<file path="config.mk">
export PLATFORM = sky130hd
export DESIGN_NAME = arbitro_escrita_banco
export DESIGN_NICKNAME = d
export VERILOG_FILES = /design/src/rtl/arbitro_escrita_banco.sv
export SDC_FILE = /design/constraint.sdc
export NUM_CORES = 1
export LEC_CHECK = 0
export ABC_AREA = 1
export CORE_UTILIZATION = 40
export DETAILED_ROUTE_END_ITERATION = 7
export PLACE_DENSITY_LB_ADDON = 0.1
export SETUP_SLACK_MARGIN = 0.5
export SLEW_MARGIN = 15
export SYNTH_ARGS = -nofsm -noshare
export SYNTH_HDL_FRONTEND = slang
export SYNTH_SLANG_ARGS = --single-unit
</file>
<file path="constraint.sdc">
create_clock -name clock -period 1.6 [get_ports clock]
set_input_delay 0.16 -clock clock [delete_from_list [all_inputs] [get_ports clock]]
set_output_delay 0.16 -clock clock [all_outputs]
set_load 0.01 [all_outputs]
</file>
<file path="src/rtl/arbitro_escrita_banco.sv">
// Round-robin write-port arbiter for the 32x32 register bank. It registers the granted write
// for one cycle and flags pending writes that match the current read addresses.
module arbitro_escrita_banco #(
  parameter int N_REG = 32
) (
  input  logic        clock,
  input  logic        reset_n,
  input  logic        stall,
  input  logic        v0,
  input  logic        v1,
  output logic        r0,
  output logic        r1,
  input  logic [5:0]  s0,
  input  logic [5:0]  s1,
  input  logic [31:0] d0,
  input  logic [31:0] d1,
  output logic        Write_UC,
  output logic [5:0]  S,
  output logic [31:0] Multiplexador_W_Data,
  input  logic [5:0]  OP1,
  input  logic [5:0]  OP2,
  output logic        fwd1,
  output logic        fwd2,
  output logic        erro_endereco
);

  // One extra bit so that N_REG = 64 (every 6-bit address valid) still compares correctly.
  localparam logic [6:0] NREG_LIM = 7'(N_REG);

  logic        ultimo_q,   ultimo_d;
  logic        write_uc_q, write_uc_d;
  logic [5:0]  s_q,        s_d;
  logic [31:0] data_q,     data_d;
  logic        erro_q,     erro_d;

  logic        grant0, grant1, accept, dest_ok;
  logic [5:0]  sel_s;
  logic [31:0] sel_d;

  // On a tie, the requester that did not win last time gets the port.
  // Gating with reset_n keeps both readies low while the block is held in reset.
  always_comb begin
    grant0  = reset_n & ~stall & v0 & (~v1 | ultimo_q);
    grant1  = reset_n & ~stall & v1 & (~v0 | ~ultimo_q);
    accept  = grant0 | grant1;
    sel_s   = grant1 ? s1 : s0;
    sel_d   = grant1 ? d1 : d0;
    dest_ok = ({1'b0, sel_s} < NREG_LIM);
  end

  always_comb begin
    ultimo_d   = ultimo_q;
    write_uc_d = 1'b0;
    s_d        = s_q;
    data_d     = data_q;
    erro_d     = erro_q;
    if (accept) begin
      ultimo_d   = grant1;
      write_uc_d = dest_ok;
      s_d        = sel_s;
      data_d     = sel_d;
      erro_d     = erro_q | ~dest_ok;
    end
  end

  always_ff @(posedge clock or negedge reset_n) begin
    if (!reset_n) begin
      ultimo_q   <= 1'b1;
      write_uc_q <= 1'b0;
      s_q        <= 6'd0;
      data_q     <= 32'd0;
      erro_q     <= 1'b0;
    end else begin
      ultimo_q   <= ultimo_d;
      write_uc_q <= write_uc_d;
      s_q        <= s_d;
      data_q     <= data_d;
      erro_q     <= erro_d;
    end
  end

  always_comb begin
    r0                   = grant0;
    r1                   = grant1;
    Write_UC             = write_uc_q;
    S                    = s_q;
    Multiplexador_W_Data = data_q;
    erro_endereco        = erro_q;
    fwd1                 = write_uc_q & (s_q == OP1);
    fwd2                 = write_uc_q & (s_q == OP2);
  end

endmodule

</file>
; ---- After elaboration in Yosys (flattened, before gate mapping)
; Cells that the tools add are included.
[word_totals]
reg_bits = 41
inputBits = 93
output_inout_bits = 44
[classes]
magnitude_cmp = 1
n_eq_ne = 2
muxes = 3
bitwise = 16
[op_table]
columns = cell, count
row1 = 2-to-1 mux 32 bit, 1
row2 = equality test 6 bit, 2
row3 = bitwise AND 1 bit, 7
row4 = "< comparator 6 bit, second input constant", 1
row5 = 2-to-1 mux 6 bit, 1
row6 = inverter 1 bit, 5
row7 = bitwise OR 1 bit, 4
row8 = 2-to-1 mux 1 bit, 1

; ---- Longest topological paths before layout
[logic_depth]
ltp_word = 8
mapped_depth = 8
ltp_nobuf = 6

; ---- Least setup slack after synthesis
; No wires, ideal clock.
[synth_timing]
kind = register to register
from = reg ultimo_q
to = reg data_q[26] (netlist: Multiplexador_W_Data[26])
arrival_time_ps = 1125
slack_ps = 358
stages_incl_launch_ff = 7
period_less_slack_ps = 1242
path_cell_list = dfstp_2 nand2_1 nand3_1 clkbuf_1 nand2_1 nand3_1 nand2_1
[synth_via]
elab_chain_cells = 4
word_cells_on_any_way = 7
classes_between = 1 x mux / 6 x bitwise
[synth_lines]
columns = element, line
row1 = start: declaration, 30  ; logic ultimo_q, ultimo_d;
row2 = start signal: assignment, 74  ; ultimo_q <= ultimo_d;
row3 = inverter 1 bit, 44  ; grant1 = reset_n & ~stall & v1 & (~v0 | ~ultimo_q);
row4 = bitwise OR 1 bit, 44
row5 = bitwise AND 1 bit, 44
row6 = 2-to-1 mux 32 bit or bitwise OR 1 bit (tied branches), "47, 45"
row7 = end signal: assignment, 77  ; data_q <= data_d;
row8 = end: declaration, 33  ; logic [31:0] data_q, data_d;
; Several ways; a longest one is shown, not always the timed one.
; A chain may end at the register's enable or synchronous reset.

; ---- Worst setup path after layout
[layout_timing]
from = reg ultimo_q
to = out r0
[layout_via]
elab_chain_cells = 2
[layout_lines]
columns = element, line
row1 = bitwise OR 1 bit, 43  ; grant0 = reset_n & ~stall & v0 & (~v1 | ultimo_q);
row2 = bitwise AND 1 bit, 43
row3 = end: declaration, 11  ; output logic r0,
; No other way between the ends.

==> results.ini <==
[final_layout]
mostFrequentLayoutCell = nand2_1
syn_to_final_growth_pct = 86.9
layout_common_cells = nand2_1, clkdlybuf4s50_1, inv_1, dfrtp_1, nand4_1
drive_gt1_share_pct = 26.2
nets = 649
insertedDiodeCount = 0
nFillCells = 428
fin_area_um2 = 4750
utilization_pct = 78.8

[clock_network]
worstSkewPairLatency_ps = 300
ctsRootBufferMaster = clkbuf_8
clock-sinks = 41
htree_levels = 2
cts_tree = built
clkTransAtPathRegs_ps = 90
cts_inserted_buffers = 5
clockBufferDepth = 2

[timing]
whs_ps = 447
hold_violations = 0
worst_pin_slew_ps = 536
min_period_ps = 1480
fin_crit_sh_pct = 92.4
slew-limit-headroom_pct = 64.3
fin_ws_ps = 122
rsz0062_at_grt = yes
setup_tns_ps = 0
skew_ps = 9.70
slew_violations = 0
fmax_ghz = 0.677
finalSetupViolCount = 0

[worst_setup_path]
end_kind = output port
arrival_ps = 1320
cp_max_fo = 2
worstSetupStartpointType = flip-flop
r2r-start = ultimo_q
criticalPathCategory = flip-flop to output port
reg2reg_depth = 8
rr_endpoint = Multiplexador_W_Data[18]
reg2reg_slack_ps = 150
cp_data_required_time_ps = 1440

[placement]
finalWeightedCongestion = 0.777
pre_cts_ws_ps = -113
place_area_um2 = 4010
port_buffers = 136
post-dp-hpwl_mm = 5.33

[detailed_routing]
drc = 0
drt_pass1_iterations = 4
ant_nets = 0
drtIter0Drc = 174
viasPerCell = 4.95
vias = 3129
drt-total-wl_mm = 9.34
post_drt_wl_per_cell_um = 14.8

[global_routing]
grt_usage_pct = 29.0
grt_max_degree = 42
antenna_found_initial = 0
grt_pass1_vias = 2967
grt_first_pass_wirelength_mm = 14.3
grt_overflow = 0

[hold_path]
holdPathEnd = ultimo_q
hp-start = v1
hold_depth = 5
min_path_type = input pin to flip-flop

[job]
drv_cap = 0

[power]
powerDensity_nw_per_um2 = 725
p_leak_uw = 0.00259
peakVddDrop_mv = 0.475

[logic_synthesis]
netlist_area_um2 = 2540
synth_seq_area_share_pct = 40.4
yosysWarnings = 0
ys_ff_latch = 41
syn_area_per_cell_um2 = 6.60
synth.net_count = 478
yosysUniqueCellTypes = 18
synth_cells = 385

[outcome]
status = complete, no violations

[die]
die_area_um2 = 6680
fp-row-count = 28
die_x_um = 81.7
start_util_pct = 42.2
io_pins = 137
core_area_um2 = 6030
die_h_um = 81.7

==> cell families (layout without fill, tap and decap cells) <==
kind of cell    Yosys count  count (layout)  synth area share [%]
simple gates            220             220                  38.6
buf+inv                 111             283                  17.8
flops                    41              41                  40.4
compound gates           10              10                  2.12
xor+xnor                  3               3                  1.03
==> how the worst max path moves through the flow <==
stage	start	endpoint	slack (ps)	cells after the start
final	ultimo_q	r0	120	4
after global routing	S[4]	fwd1	50	6
after CTS	S[2]	fwd1	180	5
after detailed placement	OP1[4]	fwd1	-110	8
after global placement	OP1[4]	fwd1	-120	8
after floorplan	ultimo_q	Multiplexador_W_Data[24]	480	6
==> power by group <==
part / total, uW / internal, uW / switching, uW
Combinational: 1460 / 814 / 646
Clock: 675 / 301 / 374
Sequential: 1310 / 1200 / 108
==> routing by layer <==
metal | part of all wire (%) | up-vias | GRT usage [%]
li1 | - | 1529 | -
met1 | 38 | 1423 | 33.9
met2 | 51 | 150 | 50.4
met3 | 7.7 | 27 | 6.00
met4 | 3.7 | 0 | 14.0
met5 | 0 | - | 0
==> registers in the layout, indices dropped and copies added (netlist names) <==
signal                cells
S                         6
ultimo_q                  1
erro_endereco             1
Write_UC                  1
Multiplexador_W_Data     32
==> area by class of cell <==
| type | instances | area [um2] | share of cell area (%) |
|---|---|---|---|
| Timing Repair Buffer | 188 | 1990 | 42.0 |
| Multi-Input combinational cell | 233 | 1220 | 25.7 |
| Sequential cell | 41 | 1030 | 21.6 |
| Inverter | 87 | 329 | 6.93 |
| Tap cell | 75 | 93.8 | 1.98 |
| Clock buffer | 5 | 68.8 | 1.45 |
| Clock inverter | 3 | 17.5 | 0.369 |
==> stage by stage <==
stage	power (uW)	std cells
after floorplan	1780	385
after global placement	2440	586
after detailed placement	2460	586
after CTS	3420	626
after global routing	3640	632
final	3440	632
==> synthesized netlist by cell type <==
library cell  count  share of area [%]
a21oi_1           2               0.39
buf_2            11                2.2
buf_4             6                1.8
clkbuf_1          7                1.0
dfrtp_1          40                 39
dfstp_2           1                1.0
inv_1            86                 13
inv_2             1               0.15
nand2_1         130                 19
nand3_1          39                7.7
nand4_1          39                9.6
nor2_1           10                1.5
nor2_4            1               0.44
o21ai_0           7                1.4
o21ai_2           1               0.34
or2_2             1               0.25
xnor2_1           1               0.34
xor2_1            2               0.69
==> repair_timing <==
item,4_1_cts,5_1_grt
buffers inserted,20,5
pin swaps,78,57
endpoints found under the hold margin,40,0
resized for setup,173,55
hold buffers,1,0
endpoints found under the setup margin,85,81
cloned,11,1
==> critical path, cell delays in order (launching register included) <==
cell     delay [ps]
dfstp_2         580
buf_4           130
inv_2            40
a21oi_2         120
buf_2           150
(Power assumes the default switching activity.)
